==> config.mk <==
export PLATFORM = sky130hd
export DESIGN_NAME = memory_access_controller_flat
export DESIGN_NICKNAME = d
export VERILOG_FILES = /design/src/rtl/memory_access_controller_if.sv /design/src/rtl/memory_access_controller.sv /design/src/flat_wrapper.sv
export SDC_FILE = /design/constraint.sdc
export NUM_CORES = 1
export LEC_CHECK = 0
export ABC_AREA = 1
export BUFFER_PORTS_ARGS = -buffer_cell sky130_fd_sc_hd__buf_2
export CAP_MARGIN = 20
export CORE_MARGIN = 8
export CORE_UTILIZATION = 59
export CTS_CLUSTER_DIAMETER = 120
export DETAILED_ROUTE_END_ITERATION = 6
export PLACE_DENSITY = 0.86
export SLEW_MARGIN = 20
export SYNTH_ARGS = -nofsm -noshare
export SYNTH_HDL_FRONTEND = slang
export SYNTH_SLANG_ARGS = --single-unit
==> constraint.sdc <==
create_clock -name Clk -period 4.25 [get_ports Clk]
set_input_delay 0.2125 -clock Clk [delete_from_list [all_inputs] [get_ports Clk]]
set_output_delay 0.2125 -clock Clk [all_outputs]
set_load 0.01 [all_outputs]
==> src/rtl/memory_access_controller_if.sv <==
// memory_access_controller_if: control-unit request/response bundle plus the byte-wide RAM port.
interface memory_access_controller_if #(
    parameter int ADDR_W = 9
);
    logic              MOV, RW, Sign;
    logic [1:0]        Type;
    logic [ADDR_W-1:0] Addr;
    logic [31:0]       DataIn, DataOut;
    logic              MOC, Err, Busy;
    logic              ram_cs, ram_we;
    logic [ADDR_W-1:0] ram_addr;
    logic [7:0]        ram_wdata, ram_rdata;
    modport slave (
        input  MOV, RW, Type, Sign, Addr, DataIn, ram_rdata,
        output DataOut, MOC, Err, Busy, ram_cs, ram_we, ram_addr, ram_wdata
    );
    modport master (
        output MOV, RW, Type, Sign, Addr, DataIn, ram_rdata,
        input  DataOut, MOC, Err, Busy, ram_cs, ram_we, ram_addr, ram_wdata
    );
endinterface

==> src/rtl/memory_access_controller.sv <==
// memory_access_controller: splits byte/halfword/word requests into big-endian single-byte RAM accesses
// with WAIT_CYCLES extra cycles per byte, answering the control unit with MOC.
module memory_access_controller #(
    parameter int ADDR_W      = 9,
    parameter int WAIT_CYCLES = 2
) (
    input logic                       Clk,
    input logic                       Clr,
    memory_access_controller_if.slave bus
);
    typedef enum logic [1:0] {IDLE, XFER, DONE} state_t;
    state_t            state, state_n;
    logic              rw, sign, err, bad, accept, act, commit, last;
    logic [1:0]        typ, k, last_k;
    logic [3:0]        cnt;
    logic [ADDR_W-1:0] addr;
    logic [31:0]       din, data_out, full, result;
    logic [23:0]       asm_q;
    logic [7:0]        wbyte;
    always_ff @(posedge Clk) state <= Clr ? IDLE : state_n;
    // A rejected request still spends one XFER cycle (with the RAM port idle) so MOC lands one edge after acceptance.
    always_comb begin
        bad     = bus.Type == 2'b11 || (bus.Type == 2'b01 && bus.Addr[0]) || (bus.Type == 2'b10 && bus.Addr[1:0] != 2'b00);
        accept  = state == IDLE && bus.MOV;
        act     = state == XFER && !err;
        commit  = act && cnt == 4'(WAIT_CYCLES);
        last_k  = typ == 2'b00 ? 2'd0 : typ == 2'b01 ? 2'd1 : 2'd3;
        last    = k == last_k;
        state_n = state;
        if (accept) state_n = XFER;
        else if ((state == XFER && err) || (commit && last)) state_n = DONE;
        else if (state == DONE && !bus.MOV) state_n = IDLE;
        full    = {asm_q, bus.ram_rdata};
        result  = typ == 2'b00 ? {{24{sign & full[7]}}, full[7:0]}
                : typ == 2'b01 ? {{16{sign & full[15]}}, full[15:0]} : full;
        wbyte   = 8'(din >> {last_k - k, 3'b000});
    end
    always_ff @(posedge Clk) begin
        if (Clr) begin
            {rw, sign, err, typ, k, cnt, addr, din, data_out, asm_q} <= '0;
        end else begin
            if (accept) begin
                rw   <= bus.RW;
                sign <= bus.Sign;
                typ  <= bus.Type;
                addr <= bus.Addr;
                din  <= bus.DataIn;
                err  <= bad;
                k    <= '0;
                cnt  <= '0;
            end
            if (act) begin
                cnt <= commit ? 4'd0 : cnt + 4'd1;
                k   <= commit ? k + 2'd1 : k;
            end
            if (commit && rw) begin
                asm_q <= full[23:0];
                if (last) data_out <= result;
            end
        end
    end
    assign bus.DataOut   = data_out;
    assign bus.MOC       = state == DONE;
    assign bus.Err       = state == DONE && err;
    assign bus.Busy      = state != IDLE;
    assign bus.ram_cs    = act;
    assign bus.ram_we    = act && !rw;
    assign bus.ram_addr  = act ? addr + ADDR_W'(k) : '0;
    assign bus.ram_wdata = act && !rw ? wbyte : '0;
endmodule

==> src/flat_wrapper.sv <==
// flat-port wrapper written by rule: the top's interface ports become plain ports
module memory_access_controller_flat 
#(
    parameter int ADDR_W      = 9,
    parameter int WAIT_CYCLES = 2
)
  (Clk, Clr, bus_MOV, bus_RW, bus_Type, bus_Sign, bus_Addr, bus_DataIn, bus_ram_rdata, bus_DataOut, bus_MOC, bus_Err, bus_Busy, bus_ram_cs, bus_ram_we, bus_ram_addr, bus_ram_wdata);
  memory_access_controller_if #(.ADDR_W(ADDR_W)) bus_i ();
  input logic Clk;
  input logic Clr;
  input wire logic [$bits(bus_i.MOV)-1:0] bus_MOV;
  input wire logic [$bits(bus_i.RW)-1:0] bus_RW;
  input wire logic [$bits(bus_i.Type)-1:0] bus_Type;
  input wire logic [$bits(bus_i.Sign)-1:0] bus_Sign;
  input wire logic [$bits(bus_i.Addr)-1:0] bus_Addr;
  input wire logic [$bits(bus_i.DataIn)-1:0] bus_DataIn;
  input wire logic [$bits(bus_i.ram_rdata)-1:0] bus_ram_rdata;
  output wire logic [$bits(bus_i.DataOut)-1:0] bus_DataOut;
  output wire logic [$bits(bus_i.MOC)-1:0] bus_MOC;
  output wire logic [$bits(bus_i.Err)-1:0] bus_Err;
  output wire logic [$bits(bus_i.Busy)-1:0] bus_Busy;
  output wire logic [$bits(bus_i.ram_cs)-1:0] bus_ram_cs;
  output wire logic [$bits(bus_i.ram_we)-1:0] bus_ram_we;
  output wire logic [$bits(bus_i.ram_addr)-1:0] bus_ram_addr;
  output wire logic [$bits(bus_i.ram_wdata)-1:0] bus_ram_wdata;
  assign bus_i.MOV = bus_MOV;
  assign bus_i.RW = bus_RW;
  assign bus_i.Type = bus_Type;
  assign bus_i.Sign = bus_Sign;
  assign bus_i.Addr = bus_Addr;
  assign bus_i.DataIn = bus_DataIn;
  assign bus_i.ram_rdata = bus_ram_rdata;
  assign bus_DataOut = bus_i.DataOut;
  assign bus_MOC = bus_i.MOC;
  assign bus_Err = bus_i.Err;
  assign bus_Busy = bus_i.Busy;
  assign bus_ram_cs = bus_i.ram_cs;
  assign bus_ram_we = bus_i.ram_we;
  assign bus_ram_addr = bus_i.ram_addr;
  assign bus_ram_wdata = bus_i.ram_wdata;
  memory_access_controller #(.ADDR_W(ADDR_W), .WAIT_CYCLES(WAIT_CYCLES)) u_core (.Clk(Clk), .Clr(Clr), .bus(bus_i));
endmodule
* Word level (Yosys, flattened, before mapping)
Cells that the tools add are included.
Storage, ports and cells: output and inout bits 54, register bits after elaboration 110, input bits 56, logic and storage cells 70
Operators by class: multiplexer cells 15, add/sub/neg operators 4, bitwise gates (word level) 2, shifts and indexed selects 1, eq/ne operators 9, reductions and logical operators 27
Operators with widths (count):
- 2-to-1 mux 32 bit | 2
- >> shifter 32 x 5 -> 8 bit | 1
- 2-to-1 mux 2 bit | 7
- 2-to-1 mux 4 bit | 3
- logical AND 1 bit | 11
- adder 9 x 2 -> 9 bit | 1
- 2-to-1 mux 9 bit | 1
- 2-to-1 mux 8 bit | 1
- nonzero test 2 bit | 4
- equality test 2 x 1 -> 1 bit, second input constant | 3
- equality test 2 bit, second input constant | 3
- adder 4 x 1 -> 4 bit, second input constant | 1
- equality test 4 x 2 -> 1 bit, second input constant | 1
- logical NOT 2 bit | 2
- AND reduction 2 bit | 2
- logical NOT 1 bit | 3
- logical OR 1 bit | 3
- nonzero test 3 bit | 1
- adder 2 x 1 -> 2 bit, second input constant | 1
- bitwise AND 1 bit | 2
- equality test 2 bit | 1
- != test 2 bit, second input constant | 1
- OR reduction 2 bit | 1
- subtractor 2 bit | 1
- 2-to-1 mux 1 bit | 1

* Longest topological paths before layout
depth after elaboration 8, mapped depth 11, gate-level depth less buffers 8

* Worst setup path before layout
OpenSTA, ideal clock, no wires.
path type register to register, start point reg u_core.typ[1], end point reg u_core.data_out[29], in the netlist u_core.bus.DataOut[29], path buffers 3, data arrival time 1.584 ns, stages on the path, launching flop included 11, period minus slack after synthesis 1.697 ns, slack 2.553 ns, setup time 0.113 ns, cell sequence dfxtp_1 > buf_4 > nor2_1 > ha_1 > inv_1 > nor2_8 > nand3_2 > buf_6 > buf_2 > nor2_1 > nor2_1
On the way: longest elaborated chain between the ends 5
RTL lines:
- start: declaration | RTL line memory_access_controller.sv:14 | logic [1:0] typ, k, last_k;
- start signal: assignment | RTL line memory_access_controller.sv:45 | typ <= bus.Type;
- equality test 2 x 1 -> 1 bit | RTL line memory_access_controller.sv:27, memory_access_controller.sv:35
- 2-to-1 mux 2 bit (2 in a row) | RTL line memory_access_controller.sv:27 | last_k = typ == 2'b00 ? 2'd0 : typ == 2'b01 ? 2'd1 : 2'd3;
- equality test 2 bit | RTL line memory_access_controller.sv:28 | last = k == last_k;
- AND reduction 2 bit (no source line)
- end signal: assignment | RTL line memory_access_controller.sv:58 | if (last) data_out <= result;
- end: declaration | RTL line memory_access_controller.sv:17 | logic [31:0] din, data_out, full, result;
Parallel ways exist; a longest one is shown, timed or not. A chain may end at the register's enable or synchronous reset.

* Worst setup path after layout
start point reg u_core.typ[0], end point reg u_core.data_out[15], in the netlist u_core.bus.DataOut[15]
On the way: longest elaborated chain between the ends 5
RTL lines (RTL line):
- equality test 2 x 1 -> 1 bit | memory_access_controller.sv:27
- 2-to-1 mux 2 bit (2 in a row) | memory_access_controller.sv:27
- equality test 2 bit | memory_access_controller.sv:28
- AND reduction 2 bit (no source line)
Parallel ways exist; a longest one is shown, timed or not.

==> summary.md <==
| Metric | Value |
|---|---|
| Status | `finished, final reports clean` |
| Area leader, netlist | `dfxtp_1` |
| Final net count | `905` |
| Unrepaired setup endpoints after global routing | `false` |
| Fin util | `67.47%` |
| Multi-input logic area | `0.002320 mm²` |
| Htree depth | `3` |
| Asr flop ratio synth | `0%` |
| Clock transition at path regs | `0.11 ns` |
| Pwr dens | `355.1 mW/mm²` |
| Critical R2R Capture | `u_core.bus.DataOut[15]$_SDFFE_PP0P_` |
| I/O Pins | `110` |
| Worst Path Arrival | `3.08 ns` |
| Commonest non-fill, non-tap cell in the layout | `nand2_1` |
| P&R area growth vs syn | `13.68%` |
| Drt pass-1 iters | `5` |
| Post_cts resized | `0` |
| GRT overflow | `0` |
| Worst-Margin Slew | `0.9501 ns` |
| Min-delay src | `bus_DataIn[1]` |
| Critical path type | `reg2reg` |
| WHS Endpoint | `u_core.din[1]$_SDFFE_PP0P_` |
| Drt wl/cell | `12.64 µm` |
| Sink Count | `110` |
| WP data required | `4.50 ns` |
| Synth Instances | `763` |
| Post-CTS setup buffer count | `0` |
| Clk buf depth | `2` |
| CTS Hold Bufs | `0` |
| Initial Util | `59.35%` |
| Flop-to-flop setup slack | `1.42 ns` |
| Vias/cell | `5.149` |
| Yosys top cell area share | `43.39%` |
| Syn_nets | `825` |
| All-Layer GR Usage | `20.82%` |
| Number of synthesized flops with an enable pin | `0` |
| Rows | `34` |
| Routed WL | `12080 µm` |
| Core Region | `0.008551 mm²` |
| Die Ht | `108.7 µm` |
| #FFs+latches synth | `110` |
| Initial antenna violation count | `0` |
| # diodes | `0` |
| Ys Warns | `0` |
| Hold Path Cell Cnt | `3` |
| Most frequent cells in the layout | `nand2_1, nor2_1, dfxtp_1, buf_2, inv_1` |
| # fillers | `765` |
| Final worst-path cycle share | `66.49%` |
| Finished Layout Cells | `956` |
| Largest net degree at the start of global routing | `103` |
| CP max FO | `56` |
| Clock latency on the worst-skew pair | `0.37 ns` |
| Post-route DRC | `0` |
| Avg Cell Area, Syn | `6.651 µm²` |
| HP Class | `in2reg` |
| Max VDD drop | `0.0002601 V` |
| CTS tree | `done` |
| GPL Wtd Cong | `0.8336` |
| Vias in the first global route | `4739` |
| Port buffer count | `109` |
| Vias | `4922` |
| Top FF cell, synth | `dfxtp_1` |
| Setup TNS | `0 ns` |
| Hold Violations, Final | `0` |
| Layout cell share with drive strength beyond 1 | `16.75%` |
| Number of distinct library cells after synthesis | `29` |
| Final setup viols | `0` |
| Leakage | `3.013 nW` |
| Synth area leaders | `dfxtp_1, nand2_1, nor2_1, o21ai_0, nand3_1` |
| Startpoint Class | `flop` |
| Relative slew margins | `36.59%` |
| Reg2reg path depth | `8` |
| Tmin final | `2.826 ns` |
| Total Power | `0.002049 W` |
| Final Max Slew Viols | `0` |
| Final setup margin | `1.424 ns` |
| Placed cells | `940` |
| FF+latch area | `0.002202 mm²` |
| CTS buffer count | `9` |
| Die span in x | `108.7 µm` |
| First-pass GRT wire length | `20560 µm` |
| ANT nets after route | `0` |
| Die ar. | `0.01183 mm²` |
| Initial drt markers | `207` |
| Seq/Total Area, Yosys | `43.39%` |
| F_max | `353.9 MHz` |
| Clock Tree Root | `clkbuf_8` |
| Mapped cell area | `0.005075 mm²` |
| Pre-CTS setup slack | `1.462 ns` |
| Clock Skews | `0.01287 ns` |
| Maxcap violations | `0` |
| Detailed Place HPWL | `8561 µm` |
| Nature of the critical path endpoint | `flop` |
| Reg2reg start | `u_core.typ[0]$_SDFFE_PP0P_` |
critical path, stage by stage (launching register included):
cell and delay, ns:
dfxtp_1 0.51, nor2_1 0.12, ha_1 0.30, buf_4 0.27
inv_1 0.15, nor2_8 0.19, nand3_2 0.73, nor2_1 0.35
nor2_1 0.07
per-layer routing:
layer  share of wire, %  global-route usage, %  vias up
met4                1.6                  7.331        0
met2                 49                  37.27      141
li1                   -                      -     2512
met5                  0                      0        -
met3                7.0                  4.669       16
met1                 42                  23.82     2253
area by class of cell:
cell class / count / area share [%]
clock buffer: 10 / 2.212
clock inverter: 6 / 1.236
inverter: 92 / 5.986
multi-input combinational: 518 / 40.21
sequential: 110 / 38.17
tap: 108 / 2.342
timing repair buffer: 112 / 9.846
cell families (layout without fill, tap and decap cells):
group	after synthesis	in the layout	share of synthesized area [%]
and+or+nand+nor	416	416	34.15
buffers and inverters	135	220	10.90
DFF	110	110	43.39
AOI/OAI and AO/OA	92	92	9.098
adders and majority gates	6	6	1.627
xor gates and xnor gates	4	4	0.8384
flip-flops by register name, summed over array words and instances (netlist names):
signal and cells:
u_core.addr 9, u_core.asm_q 24, u_core.bus.DataOut 32, u_core.cnt 4, u_core.din 32, u_core.err 1, u_core.k 2, u_core.rw 1
u_core.sign 1, u_core.state 2, u_core.typ 2
through the flow:
stage | hold slack, ns | instance area [µm²]
2_1_floorplan | 0.2816 | 5075
3_3_place_gp | 0.4223 | 5570
3_5_place_dp | 0.4335 | 5570
4_1_cts | 0.05519 | 5769
5_1_grt | 0.06399 | 5769
6_report | 0.06135 | 5769
synth_stat cells (all sizes together) (4+ instances only):
| cell | count |
|---|---|
| buf | 19 |
| o21ai | 82 |
| nand4 | 10 |
| a21oi | 9 |
| ha | 5 |
| nor3 | 4 |
| nand2 | 189 |
| inv | 90 |
| nor2 | 144 |
| dfxtp | 110 |
| nand3 | 68 |
| clkbuf | 24 |
worst max path at each step:
stage                          startpoint                                  end  cells past startpoint
3_3_place_gp   u_core.typ[0]$_SDFFE_PP0P_  u_core.bus.DataOut[23]$_SDFFE_PP0P_                      8
4_1_cts        u_core.typ[0]$_SDFFE_PP0P_  u_core.bus.DataOut[15]$_SDFFE_PP0P_                      8
5_1_grt        u_core.typ[0]$_SDFFE_PP0P_   u_core.bus.DataOut[9]$_SDFFE_PP0P_                      9
6_report       u_core.typ[0]$_SDFFE_PP0P_  u_core.bus.DataOut[15]$_SDFFE_PP0P_                      8
2_1_floorplan  u_core.typ[1]$_SDFFE_PP0P_  u_core.bus.DataOut[29]$_SDFFE_PP0P_                     10
3_5_place_dp   u_core.typ[0]$_SDFFE_PP0P_  u_core.bus.DataOut[21]$_SDFFE_PP0P_                      9
report_power, final:
part / total (W) / internal [W] / switching, W
combinational: 0.000311 / 0.000104 / 0.000206
sequential: 0.00110 / 0.00107 / 0.0000276
clock: 0.000640 / 0.000277 / 0.000362
(Power assumes the default switching activity.)
